`src/rtl/regbank_pkg.sv`:
```
// regbank_pkg
// Shared definitions for the register-bank sequencer:
//   - OP_* : 3-bit command opcodes
//   - REG_*: register addresses (10 and 11 both select the accumulator)
//   - state_t : sequencer FSM states
package regbank_pkg;

  localparam logic [2:0] OP_ADD = 3'b000;
  localparam logic [2:0] OP_SUB = 3'b001;
  localparam logic [2:0] OP_AND = 3'b010;
  localparam logic [2:0] OP_OR  = 3'b011;
  localparam logic [2:0] OP_XOR = 3'b100;
  localparam logic [2:0] OP_MOV = 3'b101;
  localparam logic [2:0] OP_LDI = 3'b110;
  localparam logic [2:0] OP_RD  = 3'b111;

  localparam logic [1:0] REG_A   = 2'b00;
  localparam logic [1:0] REG_B   = 2'b01;
  localparam logic [1:0] REG_ACC = 2'b10;

  typedef enum logic [2:0] {
    ST_IDLE  = 3'd0,
    ST_READ  = 3'd1,
    ST_CAPT  = 3'd2,
    ST_EXEC  = 3'd3,
    ST_WRITE = 3'd4,
    ST_RESP  = 3'd5
  } state_t;

endpackage

```
`src/rtl/regbank_alu.sv`:
```
// regbank_alu
// Combinational datapath for the sequencer.
// Ports:
//   op     in  3       opcode (OP_*)
//   op1    in  DATA_W  first operand (captured src1 value)
//   op2    in  DATA_W  second operand (captured src2 value)
//   imm    in  DATA_W  immediate for LDI
//   result out DATA_W  operation result, modulo 2^DATA_W
//   carry  out 1       ADD carry-out / SUB borrow, 0 for all other ops
module regbank_alu
  import regbank_pkg::*;
#(
  parameter int DATA_W = 32
) (
  input  logic [2:0]        op,
  input  logic [DATA_W-1:0] op1,
  input  logic [DATA_W-1:0] op2,
  input  logic [DATA_W-1:0] imm,
  output logic [DATA_W-1:0] result,
  output logic              carry
);

  // One extra bit on the arithmetic paths: its MSB is the carry for ADD
  // and the borrow for SUB (set exactly when op1 < op2 unsigned).
  logic [DATA_W:0]   sum_ext;
  logic [DATA_W:0]   diff_ext;
  logic [DATA_W-1:0] and_v;
  logic [DATA_W-1:0] or_v;
  logic [DATA_W-1:0] xor_v;

  assign sum_ext  = {1'b0, op1} + {1'b0, op2};
  assign diff_ext = {1'b0, op1} - {1'b0, op2};

  generate
    for (genvar gi = 0; gi < DATA_W; gi++) begin : g_bitwise
      assign and_v[gi] = op1[gi] & op2[gi];
      assign or_v[gi]  = op1[gi] | op2[gi];
      assign xor_v[gi] = op1[gi] ^ op2[gi];
    end
  endgenerate

  always_comb begin
    result = '0;
    carry  = 1'b0;
    case (op)
      OP_ADD: begin
        result = sum_ext[DATA_W-1:0];
        carry  = sum_ext[DATA_W];
      end
      OP_SUB: begin
        result = diff_ext[DATA_W-1:0];
        carry  = diff_ext[DATA_W];
      end
      OP_AND:  result = and_v;
      OP_OR:   result = or_v;
      OP_XOR:  result = xor_v;
      OP_MOV:  result = op1;
      OP_LDI:  result = imm;
      OP_RD:   result = op1;
      default: result = op1;
    endcase
  end

endmodule

```
`src/rtl/regbank_sequencer.sv`:
```
// regbank_sequencer
// Initiator for the 4-entry register bank. Accepts one command at a time,
// reads its sources from the bank, computes, writes the result back and
// returns it on a response handshake.
// Ports:
//   CLK, RST                 clock, asynchronous active-high reset
//   cmd_valid/cmd_ready      command handshake (ready only in IDLE)
//   cmd_op/src1/src2/dst/imm command fields, latched on accept
//   bank_opwrite             1 = write cycle, 0 = read
//   bank_reg_write/bank_data write address and value
//   bank_src_1/bank_src_2    read addresses
//   bank_rdata_1/2           read data returned by the bank
//   resp_valid/resp_ready    response handshake
//   resp_data/aux/zero/carry result, src2 value, zero flag, carry/borrow
// Schedule: READ -> CAPT -> EXEC -> WRITE -> RESP. LDI enters at EXEC,
// RD skips WRITE. Every bank_* and resp_* output is a flop.
module regbank_sequencer
  import regbank_pkg::*;
#(
  parameter int DATA_W = 32,
  parameter int ADDR_W = 2
) (
  input  logic              CLK,
  input  logic              RST,
  input  logic              cmd_valid,
  output logic              cmd_ready,
  input  logic [2:0]        cmd_op,
  input  logic [ADDR_W-1:0] cmd_src1,
  input  logic [ADDR_W-1:0] cmd_src2,
  input  logic [ADDR_W-1:0] cmd_dst,
  input  logic [DATA_W-1:0] cmd_imm,
  output logic              bank_opwrite,
  output logic [ADDR_W-1:0] bank_reg_write,
  output logic [ADDR_W-1:0] bank_src_1,
  output logic [ADDR_W-1:0] bank_src_2,
  output logic [DATA_W-1:0] bank_data,
  input  logic [DATA_W-1:0] bank_rdata_1,
  input  logic [DATA_W-1:0] bank_rdata_2,
  output logic              resp_valid,
  input  logic              resp_ready,
  output logic [DATA_W-1:0] resp_data,
  output logic [DATA_W-1:0] resp_aux,
  output logic              resp_zero,
  output logic              resp_carry
);

  state_t state_reg;
  state_t state_next;

  logic [2:0]        op_reg;
  logic [ADDR_W-1:0] dst_reg;
  logic [DATA_W-1:0] imm_reg;
  logic [DATA_W-1:0] op1_reg;
  logic [DATA_W-1:0] op2_reg;

  logic [DATA_W-1:0] alu_result;
  logic              alu_carry;

  regbank_alu #(
    .DATA_W (DATA_W)
  ) u_alu (
    .op     (op_reg),
    .op1    (op1_reg),
    .op2    (op2_reg),
    .imm    (imm_reg),
    .result (alu_result),
    .carry  (alu_carry)
  );

  // Reset forces IDLE, so ready is high even while RST is held.
  assign cmd_ready = (state_reg == ST_IDLE);

  always_ff @(posedge CLK or posedge RST) begin
    if (RST) state_reg <= ST_IDLE;
    else     state_reg <= state_next;
  end

  always_comb begin
    state_next = state_reg;
    case (state_reg)
      ST_IDLE:  if (cmd_valid) state_next = (cmd_op == OP_LDI) ? ST_EXEC : ST_READ;
      ST_READ:  state_next = ST_CAPT;
      ST_CAPT:  state_next = ST_EXEC;
      ST_EXEC:  state_next = (op_reg == OP_RD) ? ST_RESP : ST_WRITE;
      ST_WRITE: state_next = ST_RESP;
      ST_RESP:  if (resp_ready) state_next = ST_IDLE;
      default:  state_next = ST_IDLE;
    endcase
  end

  // Outputs are loaded on the edge that enters the state they belong to,
  // so each is stable for the whole cycle of that state.
  always_ff @(posedge CLK or posedge RST) begin
    if (RST) begin
      op_reg         <= '0;
      dst_reg        <= '0;
      imm_reg        <= '0;
      op1_reg        <= '0;
      op2_reg        <= '0;
      bank_opwrite   <= 1'b0;
      bank_reg_write <= '0;
      bank_src_1     <= '0;
      bank_src_2     <= '0;
      bank_data      <= '0;
      resp_valid     <= 1'b0;
      resp_data      <= '0;
      resp_aux       <= '0;
      resp_zero      <= 1'b0;
      resp_carry     <= 1'b0;
    end else begin
      case (state_reg)
        ST_IDLE: begin
          if (cmd_valid) begin
            op_reg  <= cmd_op;
            dst_reg <= cmd_dst;
            imm_reg <= cmd_imm;
            // LDI never reads, so leave the bank read addresses untouched.
            if (cmd_op != OP_LDI) begin
              bank_src_1 <= cmd_src1;
              bank_src_2 <= cmd_src2;
            end
          end
        end
        ST_CAPT: begin
          op1_reg <= bank_rdata_1;
          op2_reg <= bank_rdata_2;
        end
        ST_EXEC: begin
          resp_data  <= alu_result;
          resp_aux   <= (op_reg == OP_LDI) ? '0 : op2_reg;
          resp_zero  <= (alu_result == '0);
          resp_carry <= alu_carry;
          if (op_reg == OP_RD) begin
            resp_valid <= 1'b1;
          end else begin
            bank_opwrite   <= 1'b1;
            bank_reg_write <= dst_reg;
            bank_data      <= alu_result;
          end
        end
        ST_WRITE: begin
          bank_opwrite <= 1'b0;
          resp_valid   <= 1'b1;
        end
        ST_RESP: begin
          if (resp_ready) resp_valid <= 1'b0;
        end
        default: ;
      endcase
    end
  end

endmodule

```
`config.mk`:
```
export PLATFORM = sky130hd
export DESIGN_NAME = regbank_sequencer
export DESIGN_NICKNAME = d
export VERILOG_FILES = /design/src/rtl/regbank_pkg.sv /design/src/rtl/regbank_alu.sv /design/src/rtl/regbank_sequencer.sv
export SDC_FILE = /design/constraint.sdc
export NUM_CORES = 1
export LEC_CHECK = 0
export CELL_PAD_IN_SITES_DETAIL_PLACEMENT = 0
export CELL_PAD_IN_SITES_GLOBAL_PLACEMENT = 1
export CORE_UTILIZATION = 41
export DETAILED_ROUTE_END_ITERATION = 10
export GPL_ROUTABILITY_DRIVEN = 0
export PLACE_DENSITY = 0.83
export SETUP_SLACK_MARGIN = 0.4
export SYNTH_ARGS = -nofsm -noshare
export SYNTH_HDL_FRONTEND = slang
export SYNTH_SLANG_ARGS = --single-unit
```
`constraint.sdc`:
```
create_clock -name CLK -period 7.45 [get_ports CLK]
set_clock_uncertainty 0.05 [all_clocks]
set_input_delay 0.745 -clock CLK [delete_from_list [all_inputs] [get_ports CLK]]
set_output_delay 0.745 -clock CLK [all_outputs]
set_load 0.01 [all_outputs]
```
# Word level (Yosys, flattened, before mapping)
# Cells that the tools add are included.
[word_totals]
register_bits = 210
latchBits = 0
ramBits = 0
mem_bits_ro = 0
input_bits = 109
output_inout_bits = 107
elab_cells = 158
mem_count = 0
[classes]
addsub = 2
mul = 0
div_mod_pow = 0
n_lt_le_gt_ge = 0
n_eq_ne = 18
shift = 0
n_mux = 13
bitwise_logic = 97
reduce_logical = 12
[ops]
columns = ["operator", "n"]
rows = [
  ["$pmux W32 S7", 1],
  ["$add A32 B32 Y33", 1],
  ["$sub A32 B32 Y33", 1],
  ["$and A1 B1 Y1", 32],
  ["$logic_not A32 Y1", 1],
  ["$mux W32", 1],
  ["$or A1 B1 Y1", 32],
  ["$xor A1 B1 Y1", 32],
  ["$eq A3 B3 Y1 const B", 7],
  ["$pmux W3 S6", 1],
  ["$eq A3 B2 Y1 const B", 4],
  ["$ne A2 B2 Y1 const B", 4],
  ["$reduce_and A2 Y1", 4],
  ["$eq A3 B1 Y1 const B", 2],
  ["$logic_not A3 Y1", 2],
  ["$mux W3", 2],
  ["$reduce_and A3 Y1", 2],
  ["$mux W1", 4],
  ["$pmux W1 S2", 2],
  ["$ne A3 B3 Y1 const B", 1],
  ["$pmux W1 S3", 1],
  ["$reduce_bool A3 Y1", 1],
  ["$mux W2", 1],
  ["$reduce_bool A2 Y1", 1],
  ["other kinds (2)", 2],
]

# Depth between registers and ports, before layout
[logic_depth]
depth_word = 4
ltp_mapped = 15
depth_no_buf = 15

# Cells and area by module
# From an unflattened synthesis, not the netlist that was laid out.
[hier_totals]
hier_cells = 1371
hier_area_um2 = 13566.8
[modules_own_cells]
columns = ["module", "instances", "cells_each", "area_each_um2", "seq_area_each_um2"]
rows = [
  ["regbank_sequencer", 1, 486, 7922.6, 5255.0],
  ["regbank_alu", 1, 885, 5644.2, 0.0],
]

# Worst setup path before layout
# OpenSTA, ideal clock, no wires.
[synth_timing]
kind = "register to register"
startpoint = "reg op1_reg[1]"
endpoint = "reg resp_zero"
setup_ns = 0.066
arrival_ns = 3.503
t_required_ns = 7.334
setup_slack_ns = 3.831
path_stages_with_launch = 14
path_buffers = 0
synth_period_minus_slack_ns = 3.619
path_cell_list = "dfrtp_1 -> inv_1 -> ha_1 -> o21ba_2 -> or4_4 -> a211o_1 -> a2111oi_4 -> o21ai_2 -> a221o_1 -> a21oi_2 -> or3b_1 -> nor4_2 -> nand4_1 -> nand2_1"
[synth_via]
elab_chain_cells = 3
elab_cells_between_ends = 7
cone_classes = "add/sub: 2; mux: 1; bitwise: 3; reduce/logical: 1"
[synth_lines]
columns = ["item", "line", "text"]
rows = [
  ["from (decl)", "regbank_sequencer.sv:53", "logic [DATA_W-1:0] op1_reg;"],
  ["from (signal assigned)", "regbank_sequencer.sv:125", "op1_reg <= bank_rdata_1;"],
  ["$sub A32 B32 Y33, or another cell as far along", "regbank_alu.sv:32", "assign diff_ext = {1'b0, op1} - {1'b0, op2};"],
  ["$pmux W32 S7 *", "regbank_alu.sv:45", "case (op)"],
  ["$logic_not A32 Y1 *", "regbank_sequencer.sv:131", "resp_zero <= (alu_result == '0);"],
  ["to (signal assigned)", "regbank_sequencer.sv:131", ""],
  ["to (decl)", "regbank_sequencer.sv:43", "output logic resp_zero,"],
]
# Every way passes the cells marked *; elsewhere a longest branch is shown, timed or not.
# A chain may end at the register's enable or synchronous reset.

# Worst setup path after layout
[layout_timing]
startpoint = "reg op1_reg[13]"
endpoint = "reg resp_zero"
# The elaborated chain is that of the path after synthesis.

==> key figures <==
Worst setup path
  • Worst reg2reg path endpoint: resp_zero$_DFFE_PP0P_
  • Worst r2r src: op1_reg[13]$_DFFE_PP0P_
  • Worst Reg-to-Reg Cells: 12
  • CP Capture Type: register
  • Slowest-stage cell, CP: a211oi_1
  • WS Path Type: reg -> reg
  • Reg2Reg Setup Slack: ~2.8 ns
  • Crit-path max cell delay: about 0.78 ns
  • Crit path arrival time: 5.02 ns
  • Type of origin of the critical path: register
  • CP Max Fanout: 15
  • Buf/Inv on CP: 1
  • Crit-path cells: inv_1, ha_1, nand4_1, or4b_1, o32a_1, a21oi_2, nor4_1, a211oi_1, nand4b_1, nor4_2, nand4_1, nand2_1
  • CP startpoint: op1_reg[13]$_DFFE_PP0P_
  • CP Data Required Time: 7.86 ns
  • Crit-path leading delay family: simple AND/OR/NAND/NOR gates
  • Most Frequent Cell on Critical Path: nand4_1

Yosys
  • Synth area leader: dfrtp_1
  • Yosys top cell area share: a little under two fifths
  • Yosys cell types: 82
  • Simple-gate portion of the synthesized area: approximately 15%
  • Mapped cell area: ~14000 um^2
  • Syn_nets: 1836
  • Sequential fraction of the synthesis area: a little under two fifths
  • Main flop type after synthesis: dfrtp_1
  • Synth warnings: 0
  • Synth Instances: ~1600
  • XOR/XNOR share of the synthesized area: less than 1%
  • EDFF count, synth: 0
  • Largest family of logic cells by synthesized area: compound AO/OA/AOI/OAI gates
  • Ys async rst share: 100%
  • Post-synthesis mux area share: 4.89%
  • Compound-cell area share of the yosys netlist: 26.7%
  • Seq cells post-synth: 210
  • Syn avg cell area: about 8.6 um^2
  • Post-Synth Adder-Cell Area: ~8.9%
  • Top post-synthesis cells by area: dfrtp_1 38%, ha_1 8.6%, o21ai_0 7.2%

Drt
  • Post-Route WL: 46900 um
  • DRT antenna net count: 0
  • Via count: approximately 13000
  • Routed wire per std cell: 20.9 um
  • 1st-pass router iterations: 9
  • Initial drt markers: 1229
  • Drt drc: 0
  • DR vias/cell: roughly 6.0

CTS
  • PostCTS Resize Cnt: 0
  • Setup Fix Bufs, Post-CTS: 0
  • Sink Count: 210
  • CTS tree: done
  • CTS clk-pin slew, worst paths: roughly 0.060 ns
  • Inserted Clock Buffers: 24
  • Root Driver: clkbuf_16
  • CTS Hold Buffers Added: 0
  • CTS H-tree depth: 1
  • Clock tree buffer depth: 3
  • Clk_lat worst skew: around 0.54 ns

Floorplanning
  • Chip width: roughly 190 um
  • Die area: approximately 35000 um^2
  • # IOs: between 200 and 250
  • Core area: 33500 um^2
  • Die height: about 190 um
  • Placement row count: between 60 and 70
  • Initial Utilization: 41.6%

Global routing
  • Initial antenna violation count: 1
  • Pin count of the biggest net entering global routing: ~100
  • Grt met3 use: about 4.0%
  • Met1 Use GR: 39.1%
  • GRT Max-Usage Layer: met2
  • Global-route wire length before repair: between 70000 and 80000 um
  • Tot GR Track Use: 26.7%
  • Number of global-route vias before repair: between 10000 and 15000
  • Met2 usage: between 40 and 50%
  • GRT overflow: 0

Timing
  • Final hold viol count: 0
  • Final Critical Period: 4.60 ns
  • Max Clock Freq: between 200 and 250 MHz
  • Period utilization: 61.8%
  • Final setup fails: 0
  • Max_slew headroom: between 20 and 25%
  • Setup_tns: 0 ns
  • Worst Tran Pin Value: between 1 and 1.5 ns
  • Max Slew Vio Count: 0
  • RSZ-0062 raised after global routing: no

Min path
  • Critical hold path startpoint: bank_data[9]$_DFFE_PP0P_
  • Hold Path Sink: bank_data[9]$_DFFE_PP0P_
  • Hold crit path type: reg -> reg
  • Hold Path Depth: 2

Run
  • Max-cap violations: 0

Status
  • Status: completed

Final layout
  • Layout cell share with drive strength beyond 1: 7.74%
  • Syn-to-layout area delta: 24.0%
  • # nets final: 1986

Placed design
  • Port Buf Inserts: around 220
  • Post-DP HPWL: roughly 34000 um
==> cell type report <==
class	count	area, um^2
Tap cell	448	561
Antenna cell	1	2.50
Clock inverter	8	149
Clock buffer	36	727
Multi-Input combinational cell	1198	7870
Inverter	110	420
Sequential cell	210	5260
Timing Repair Buffer	235	2300
Fill cell	3138	16200
==> layout by cell type (no fill, tap or decap), types with 10 or more instances in the layout <==
master	n
a221o_1	10
clkdlybuf4s50_1	215
o211ai_1	20
nor4_1	12
o21ai_0	201
a22oi_1	10
buf_4	20
dfrtp_1	208
mux2i_1	13
o22ai_1	13
ha_1	96
inv_1	108
nand2_1	224
nand4_1	14
a21o_1	21
a31oi_1	16
o31ai_1	23
and3_1	10
a22o_1	36
nand3_1	18
clkbuf_16	25
mux2_2	45
nor2_1	92
nor2b_1	16
a211oi_1	29
nor3_1	20
a21oi_1	85
==> synthesized netlist by cell type, types with 10 or more instances <==
cell type and instances:
nand2_1 226, dfrtp_1 210, o21ai_0 201, inv_1 109
ha_1 96, nor2_1 93, clkbuf_1 91, a21oi_1 86
mux2_2 45, a22o_1 36, a211oi_1 29, o31ai_1 23
a21o_1 21, nor3_1 21, o211ai_1 20, nand3_1 18
a31oi_1 16, nor2b_1 16, buf_1 15, nand4_1 14
mux2i_1 13, o22ai_1 13, nor4_1 12, a221o_1 10
a22oi_1 10, and3_1 10
==> tightest hold or removal path: cells and delay by family (launching register included) <==
family / cells / cell delay (ns)
compound gates: 1 / 0.06
flops: 1 / 0.34
simple gates: 1 / 0.04
==> worst max path at each step <==
stage	endpoint	slack, ns	cells past startpoint
6_report	resp_zero$_DFFE_PP0P_	2.85	12
2_1_floorplan	bank_data[0]$_DFFE_PP0P_	0.92	1
4_1_cts	resp_zero$_DFFE_PP0P_	3.04	12
5_1_grt	resp_zero$_DFFE_PP0P_	2.75	12
3_3_place_gp	resp_zero$_DFFE_PP0P_	3.12	13
3_5_place_dp	resp_zero$_DFFE_PP0P_	3.06	12
==> metal layers <==
metal  vias to the layer above  share of wire, %
li1                       6158                 -
met1                      6496                46
met2                       622                43
met3                        90               8.3
met4                         0               2.5
met5                         -                 0
==> stage by stage <==
stage                     std cells  utilization (%)  hold WS, ns  setup WS, ns  cell area, um^2
after global routing           2245             51.6        0.449          2.75            17300
after CTS                      2245             51.6        0.433          3.04            17300
after detailed placement       2201             48.9        0.419          3.06            16400
after global placement         2201             48.9        0.412          3.12            16400
final                          2246             51.6        0.424          2.85            17300
after floorplan                1629                -        0.422         0.917            13900
==> cell families after synthesis <==
kind of cell    count (synthesis)
buf+inv                       221
mux                            60
flops                         210
simple gates                  468
xor+xnor                        6
fa+ha+maj                      98
compound gates                566
Power is left out: the tool's default activity adds up to more than one toggle a clock period on the data nets, which glitch-free logic cannot reach.
